--- src/rtl/axi_xbar_pkg.sv ---
// Shared crossbar types: the R-channel response code and the stored beat word.
package axi_xbar_pkg;

    localparam int ID_W   = 4;
    localparam int DATA_W = 32;

    typedef enum logic [1:0] {
        OKAY   = 2'd0,
        EXOKAY = 2'd1,
        SLVERR = 2'd2,
        DECERR = 2'd3
    } resp_t;

    // One R beat as held in buffer storage, written as a single word.
    typedef struct packed {
        logic [ID_W-1:0]   id;
        logic [DATA_W-1:0] data;
        resp_t             resp;
        logic              last;
    } r_beat_t;

endpackage

--- src/rtl/r_burst_fifo_if.sv ---
// AXI R channel bundle.
// Handshake: a beat transfers on a rising ACLK edge where RVALID and RREADY
// are both high. Once RVALID is high the source holds it and the payload
// (RID/RDATA/RRESP/RLAST) stable until that transfer; RVALID never waits on
// RREADY.
interface r_burst_fifo_if #(
    parameter int ID_WIDTH   = 4,
    parameter int DATA_WIDTH = 32
) ();

    logic [ID_WIDTH-1:0]   RID;
    logic [DATA_WIDTH-1:0] RDATA;
    logic [1:0]            RRESP;
    logic                  RLAST;
    logic                  RVALID;
    logic                  RREADY;

    modport master (output RID, RDATA, RRESP, RLAST, RVALID, input RREADY);
    modport slave  (input RID, RDATA, RRESP, RLAST, RVALID, output RREADY);

endinterface

--- src/rtl/r_burst_fifo_ring_ptr.sv ---
// Ring index for a DEPTH-entry buffer; wraps DEPTH-1 -> 0 for any DEPTH >= 2.
module ring_ptr #(
    parameter int DEPTH = 8
) (
    input  logic                     ACLK,
    input  logic                     ARESETn,
    input  logic                     inc,
    output logic [$clog2(DEPTH)-1:0] ptr
);

    localparam int PW = $clog2(DEPTH);

    // Advance on inc, wrapping explicitly at the last entry.
    always_ff @(posedge ACLK) begin
        if (!ARESETn) begin
            ptr <= '0;
        end else if (inc) begin
            ptr <= (ptr == PW'(DEPTH - 1)) ? '0 : ptr + PW'(1);
        end
    end

endmodule

--- src/rtl/r_burst_fifo.sv ---
// R-channel buffer between a slave R port and the crossbar R arbiter.
// Optional packet mode presents data only once a whole burst is stored,
// or when the buffer is full so over-long bursts cannot deadlock.
module r_burst_fifo
    import axi_xbar_pkg::*;
#(
    parameter int DEPTH       = 8,
    parameter int ID_WIDTH    = ID_W,
    parameter int DATA_WIDTH  = DATA_W,
    parameter int PACKET_MODE = 0,
    parameter int AFULL_LEVEL = DEPTH - 2
) (
    input  logic                       ACLK,
    input  logic                       ARESETn,
    r_burst_fifo_if.slave              s,
    r_burst_fifo_if.master             m,
    output logic [$clog2(DEPTH+1)-1:0] count,
    output logic [$clog2(DEPTH+1)-1:0] bursts,
    output logic                       almost_full
);

    localparam int PW = $clog2(DEPTH);
    localparam int CW = $clog2(DEPTH + 1);

    r_beat_t               mem [DEPTH];
    r_beat_t               wr_beat;
    r_beat_t               head;
    logic [PW-1:0]         wptr;
    logic [PW-1:0]         rptr;
    logic [ID_WIDTH-1:0]   s_id;
    logic [DATA_WIDTH-1:0] s_data;
    logic                  full;
    logic                  push;
    logic                  pop;
    logic                  push_last;
    logic                  pop_last;

    assign s_id   = s.RID;
    assign s_data = s.RDATA;

    assign wr_beat.id   = s_id;
    assign wr_beat.data = s_data;
    assign wr_beat.resp = resp_t'(s.RRESP);
    assign wr_beat.last = s.RLAST;

    assign head = mem[rptr];
    assign full = (count == CW'(DEPTH));

    // Ready comes from registered occupancy only; reset gates it low.
    assign s.RREADY = ARESETn & ~full;
    assign m.RVALID = (PACKET_MODE != 0) ? ((bursts != '0) | full) : (count != '0);

    assign m.RID   = head.id;
    assign m.RDATA = head.data;
    assign m.RRESP = head.resp;
    assign m.RLAST = head.last;

    assign push      = s.RVALID & s.RREADY;
    assign pop       = m.RVALID & m.RREADY;
    assign push_last = push & s.RLAST;
    assign pop_last  = pop & head.last;

    assign almost_full = (int'(count) >= AFULL_LEVEL);

    ring_ptr #(.DEPTH(DEPTH)) u_wptr (
        .ACLK    (ACLK),
        .ARESETn (ARESETn),
        .inc     (push),
        .ptr     (wptr)
    );

    ring_ptr #(.DEPTH(DEPTH)) u_rptr (
        .ACLK    (ACLK),
        .ARESETn (ARESETn),
        .inc     (pop),
        .ptr     (rptr)
    );

    // Storage: cleared on reset so the head reads zero, one word per push.
    always_ff @(posedge ACLK) begin
        if (!ARESETn) begin
            for (int i = 0; i < DEPTH; i++) begin
                mem[i] <= '0;
            end
        end else if (push) begin
            mem[wptr] <= wr_beat;
        end
    end

    // Occupancy and stored-burst counters; simultaneous inc/dec cancel.
    always_ff @(posedge ACLK) begin
        if (!ARESETn) begin
            count  <= '0;
            bursts <= '0;
        end else begin
            case ({push, pop})
                2'b10:   count <= count + CW'(1);
                2'b01:   count <= count - CW'(1);
                default: count <= count;
            endcase
            case ({push_last, pop_last})
                2'b10:   bursts <= bursts + CW'(1);
                2'b01:   bursts <= bursts - CW'(1);
                default: bursts <= bursts;
            endcase
        end
    end

endmodule

--- src/flat_wrapper.sv ---
// flat-port wrapper written by rule: the top's interface ports become plain ports
module r_burst_fifo_flat import axi_xbar_pkg::*;
#(
    parameter int DEPTH       = 8,
    parameter int ID_WIDTH    = ID_W,
    parameter int DATA_WIDTH  = DATA_W,
    parameter int PACKET_MODE = 0,
    parameter int AFULL_LEVEL = DEPTH - 2
)
  (ACLK, ARESETn, count, bursts, almost_full, s_RID, s_RDATA, s_RRESP, s_RLAST, s_RVALID, s_RREADY, m_RID, m_RDATA, m_RRESP, m_RLAST, m_RVALID, m_RREADY);
  r_burst_fifo_if #(.ID_WIDTH(ID_WIDTH), .DATA_WIDTH(DATA_WIDTH)) s_i ();
  r_burst_fifo_if #(.ID_WIDTH(ID_WIDTH), .DATA_WIDTH(DATA_WIDTH)) m_i ();
  input  logic ACLK;
  input  logic ARESETn;
  output logic [$clog2(DEPTH+1)-1:0] count;
  output logic [$clog2(DEPTH+1)-1:0] bursts;
  output logic almost_full;
  input wire logic [$bits(s_i.RID)-1:0] s_RID;
  input wire logic [$bits(s_i.RDATA)-1:0] s_RDATA;
  input wire logic [$bits(s_i.RRESP)-1:0] s_RRESP;
  input wire logic [$bits(s_i.RLAST)-1:0] s_RLAST;
  input wire logic [$bits(s_i.RVALID)-1:0] s_RVALID;
  output wire logic [$bits(s_i.RREADY)-1:0] s_RREADY;
  output wire logic [$bits(m_i.RID)-1:0] m_RID;
  output wire logic [$bits(m_i.RDATA)-1:0] m_RDATA;
  output wire logic [$bits(m_i.RRESP)-1:0] m_RRESP;
  output wire logic [$bits(m_i.RLAST)-1:0] m_RLAST;
  output wire logic [$bits(m_i.RVALID)-1:0] m_RVALID;
  input wire logic [$bits(m_i.RREADY)-1:0] m_RREADY;
  assign s_i.RID = s_RID;
  assign s_i.RDATA = s_RDATA;
  assign s_i.RRESP = s_RRESP;
  assign s_i.RLAST = s_RLAST;
  assign s_i.RVALID = s_RVALID;
  assign s_RREADY = s_i.RREADY;
  assign m_RID = m_i.RID;
  assign m_RDATA = m_i.RDATA;
  assign m_RRESP = m_i.RRESP;
  assign m_RLAST = m_i.RLAST;
  assign m_RVALID = m_i.RVALID;
  assign m_i.RREADY = m_RREADY;
  r_burst_fifo #(.DEPTH(DEPTH), .ID_WIDTH(ID_WIDTH), .DATA_WIDTH(DATA_WIDTH), .PACKET_MODE(PACKET_MODE), .AFULL_LEVEL(AFULL_LEVEL)) u_core (.ACLK(ACLK), .ARESETn(ARESETn), .s(s_i), .m(m_i), .count(count), .bursts(bursts), .almost_full(almost_full));
endmodule
--- config.mk ---
export PLATFORM = sky130hd
export DESIGN_NAME = r_burst_fifo_flat
export DESIGN_NICKNAME = d
export VERILOG_FILES = /design/src/rtl/axi_xbar_pkg.sv /design/src/rtl/r_burst_fifo_if.sv /design/src/rtl/r_burst_fifo_ring_ptr.sv /design/src/rtl/r_burst_fifo.sv /design/src/flat_wrapper.sv
export SDC_FILE = /design/constraint.sdc
export NUM_CORES = 1
export LEC_CHECK = 0
export CORE_ASPECT_RATIO = 0.7
export CORE_MARGIN = 3
export CORE_UTILIZATION = 50
export CTS_CLUSTER_SIZE = 20
export DETAILED_ROUTE_END_ITERATION = 16
export PLACE_DENSITY = 0.69
export SLEW_MARGIN = 20
export SYNTH_ARGS = -nofsm -noshare
export SYNTH_HDL_FRONTEND = slang
export SYNTH_SLANG_ARGS = --single-unit
export TNS_END_PERCENT = 100
--- constraint.sdc ---
create_clock -name ACLK -period 14.26 [get_ports ACLK]
set_clock_uncertainty 0.05 [all_clocks]
set_input_delay 2.139 -clock ACLK [delete_from_list [all_inputs] [get_ports ACLK]]
set_output_delay 2.139 -clock ACLK [all_outputs]
set_load 0.005 [all_outputs]
### Word-level counts from Yosys, hierarchy flattened

Memories as Yosys holds them, arrays and structs flattened. A register that Yosys moved wholly into a read port is not among the register bits.
Index checks and enable logic that the tools add are counted.

| word-level totals | value |
|---|---|
| register bits | 14 |
| RAM bits | 312 |
| output and inout bits | 50 |
| memories kept | 1 |

Memories:

| name | depth | bits a word | read ports | clocked after Yosys merged registers in | write ports | line | RTL |
|---|---|---|---|---|---|---|---|
| u_core.mem | 8 | 39 | 1 | 1 | 8 | r_burst_fifo.sv:25 | `r_beat_t mem [DEPTH];` |

| operators by class | value |
|---|---|
| add/sub/neg operators | 6 |
| $lt $le $gt $ge | 1 |
| equality and inequality tests | 7 |
| multiplexer cells | 13 |
| bitwise gates (word level) | 6 |
| reduce and logical (&&, ||, !) cells | 4 |

Operator list:

| cell | number |
|---|---|
| 39-bit 2-to-1 mux | 1 |
| 39-bit OR reduction | 1 |
| 4-bit one-hot mux with 2 select lines | 2 |
| 3-bit 2-to-1 mux | 5 |
| 4-bit by 1-bit adder with 4-bit output (second input constant) | 2 |
| 4-bit by 1-bit subtractor with 4-bit output (second input constant) | 2 |
| 3-bit by 1-bit adder with 3-bit output (second input constant) | 2 |
| 3-bit equality test (second input constant) | 2 |
| 1-bit bitwise AND | 5 |
| 1-bit 2-to-1 mux | 5 |
| 2-bit by 1-bit equality test with 1-bit output (second input constant) | 2 |
| 2-bit equality test (second input constant) | 2 |
| 4-bit equality test (second input constant) | 1 |
| 4-bit by 3-bit >= comparator with 1-bit output (second input constant) | 1 |
| 2-bit nonzero test | 2 |
| 4-bit nonzero test | 1 |
| 1-bit inverter | 1 |

### Longest topological paths before layout

| logic depth | value |
|---|---|
| depth after elaboration | 9 |
| depth in mapped cells | 12 |

### Modules after synthesis

From an unflattened synthesis, not the netlist that was laid out.

| second synthesis, totals | value |
|---|---|
| cells, all modules | 994 |
| area, all modules | 14287.5 sq um |

Modules (own cells, without submodules):

| module | times used | cells each | area each (sq um) | sequential area each (sq um) |
|---|---|---|---|---|
| r_burst_fifo | 1 | 968 | 13992.2 | 9529.1 |
| ring_ptr | 2 | 13 | 147.6 | 60.1 |

### Least setup slack after synthesis

No wires, ideal clock.

| timing | value |
|---|---|
| kind | input to register |
| from | input s_RVALID |
| to | memory u_core.mem[1][0] (netlist bit) (enable) |
| library setup time | 0.489 ns |
| arrival time | 5.563 ns |
| data required time | 13.721 ns |
| setup slack | 8.157 ns |
| stages on the path | 6 |
| path buffers | 3 |
| cells stage by stage | and3_1 buf_6 nand3b_1 buf_2 buf_4 o21ai_0 |

RTL lines:

| item | line | RTL |
|---|---|---|
| start, declared | flat_wrapper.sv:22 | `input wire logic [$bits(s_i.RVALID)-1:0] s_RVALID;` |
| end, declared | r_burst_fifo.sv:25 |  |

### Worst setup path in the final report

| timing | value |
|---|---|
| from | input ARESETn |
| to | output s_RREADY |

| between the ends | value |
|---|---|
| longest elaborated chain between the ends | 1 |

RTL lines:

| item | line | RTL |
|---|---|---|
| start, declared | flat_wrapper.sv:14 | `input logic ARESETn;` |
| 1-bit bitwise AND | r_burst_fifo.sv:50 | `assign s.RREADY = ARESETn & ~full;` |
| end, declared | flat_wrapper.sv:23 | `output wire logic [$bits(s_i.RREADY)-1:0] s_RREADY;` |

Every way passes these cells.

==> reports/qor.yml <==
clocking:
  postCtsHoldBufs: 0
  cts_buffer_depth: 3
  clk_pin_slew_ps: 60
  numCtsBuffers: 31
  htreeDepth: 1
  clk_latency_ps: 550
  cts.root.buffer_cell: "clkbuf_16"
  cts_sinks: 329
  tritoncts: "yes"
  ctsResizeCount: 0
  cts_setup_buffers: 0
worst_setup_path:
  ff2ff_setup_slack_ps: 10560
  startpoint_type: "input port"
  crit_type: "input port to primary output"
  end_kind: "primary output"
  r2r-start: "u_core.count[1]$_SDFFE_PN0P_"
  path_max_fanout: 26
  r2r_end: "u_core.mem[2][28]$_SDFFCE_PN0P_"
  r2r_cells: 6
  crit_required_ps: 12070
  cp.arrival_ps: 3630
global_routing:
  grt_max_degree: 81
  grt_use_total_pct: 21.2
  grt_pass1_vias: 8446
  antenna_found_initial: 0
  grt_overflow: 0
  grt_pass1_wl_um: 50800
min_path:
  hold_path.class: "flop to flop"
  hold_depth: 2
  hold_end: "u_core.bursts[3]$_SDFFE_PN0P_"
  min_from: "u_core.bursts[3]$_SDFFE_PN0P_"
floorplan:
  start_util_pct: 51.3
  fp.dieArea_um2: 30900
  ios: 93
  die-width_um: 209
  placementRows: 51
  die_y_um: 148
  core_um2: 28100
timing:
  layout_min_cycle_time_ps: 5820
  grt_setup_unrepaired: "false"
  setup_viol: 0
  tightest_slew_ps: 1060
  hold_viol: 0
  drv_slew: 0
  timing.slew.headroom_pct: 29.0
  fmax_mhz: 172
  timing.final.crit_share_pct: 40.8
  fin_setup_tns_ps: 0
final_layout:
  fillers: 2202
  area_growth_pct: 14.6
  fin_area_um2: 16500
  drive_gt1_share_pct: 17.6
  antennaDiodeCount: 0
  nets: 1121
synth:
  syn-instance-count: 995
  synth.avg_cell_area_um2: 14.5
  yosysWarnings: 0
  ys_seq_elements: 329
  synthesis.area_um2: 14400
  syn_nets: 1049
  synth_cell_types: 41
  synth-seq-area-share_pct: 67.4
route:
  wl_per_cell_um: 22.1
  vias: 8332
  routed_wl_um: 32300
  drtPass1Iterations: 5
  via_per_inst: 5.71
  drc: 0
  postRouteAntennaNets: 0
  first_iter_violations: 975
placed_design:
  hpwlAfterDp_um: 18200
  placed_area_um2: 15600
  finalWeightedCongestion: 0.710
  port_buffers: 92
pwr:
  p_per_area_nw_per_um2: 150
  p_leak_nw: 5.64
  vdd_drop_max_mv: 0.0826
run:
  maxCapViolCount: 0
outcome:
  status: "finished, final reports clean"
[cell usage after synthesis (all sizes together)]
master	instances	area (um2)
a21oi	3	15.0
nor3	1	5.00
nand4b	2	17.5
xnor2	2	17.5
nand3	2	15.0
nor2b	3	18.8
and3	1	6.26
a31o	1	8.76
inv	4	15.0
dfxtp	17	340
mux2	39	439
clkinv	2	8.75
or4b	1	10.0
ha	10	125
nand2	89	334
or3	3	23.8
nand4bb	1	11.3
o22a	1	8.76
buf	48	312
xor2	3	26.3
fa	1	20.0
a21boi	3	22.5
nand2b	2	12.5
edfxtp	312	9370
mux2i	5	50.1
nor2	314	1180
and2	5	31.3
a21o	2	15.0
o21ai	13	65.1
or4	1	7.51
mux4	78	1760
clkbuf	22	82.6
nand3b	4	30.0
[layout by cell type (no fill, tap or decap), types with 11 or more instances in the layout]
cell,instances
nand2_1,89
clkinv_2,11
clkdlybuf4s50_1,92
dfxtp_1,13
nor2_1,314
edfxtp_1,312
mux4_2,78
buf_4,17
clkbuf_16,31
mux2_2,39
[state kept, by name, indices dropped and copies added, names as in the netlist, named ones only]
name / count
u_core.bursts: 4
u_core.count: 4
u_core.mem: 312
u_core.u_rptr.ptr: 3
u_core.u_wptr.ptr: 3
[per-stage QoR]
step	hold WS (ps)	utilization [%]	power [mW]	instances	setup slack, ps
finish	426	58.8	2.48	1459	8440
global route	477	58.8	2.59	1459	8160
CTS	428	58.8	2.50	1459	8320
detailed placement	421	55.7	1.77	1405	8160
global placement	410	55.7	1.77	1405	8260
floorplan	412	-	1.55	995	8160
[final cells by class]
type	instances	area, um2	share of cell area, %
Sequential cell	329	9720	58.9
Multi-Input combinational cell	590	4370	26.5
Timing Repair Buffer	109	1050	6.35
Clock buffer	38	802	4.86
Tap cell	371	464	2.81
Clock inverter	16	72.6	0.440
Inverter	6	23.8	0.144
[critical path, stage by stage]
cell and delay [ps]:
clkdlybuf4s50_1 450, buf_4 350, and2_1 190, clkdlybuf4s50_1 490
[kinds of logic (layout without fill, tap and decap cells)]
logic type                 count (synthesis)  in the layout  share of synthesized area (%)
buffers and inverters                     76            169                           2.90
AOI/OAI and AO/OA                         23             23                          0.938
xor gates and xnor gates                   5              5                          0.304
and+or+nand+nor                          429            429                           11.8
muxes                                    122            122                           15.6
adders and majority gates                 11             11                           1.01
DFF                                      329            329                           67.4
[routing by layer]
metal	GRT usage [%]	vias up	wire (um)
met1	33.4	4220	14700
met3	2.76	45	2190
met4	3.41	0	479
met2	32.6	309	14900
met5	0	-	0
li1	-	3758	-
[where the power goes]
part | internal, mW | switching [mW]
Combinational | 0.302 | 0.264
Clock | 0.395 | 0.340
Sequential | 1.13 | 0.0531
[worst max path at each step]
stage / from / depth (start not counted) / endpoint
2_1_floorplan: s_RVALID / 6 / u_core.mem[1][0]$_SDFFCE_PN0P_
3_3_place_gp: ARESETn / 7 / u_core.mem[2][16]$_SDFFCE_PN0P_
3_5_place_dp: ARESETn / 7 / u_core.mem[2][16]$_SDFFCE_PN0P_
4_1_cts: flop / 4 / m_RDATA[4]
5_1_grt: flop / 4 / m_RDATA[11]
6_report: ARESETn / 4 / s_RREADY
Power figures use the tool's default switching activity.
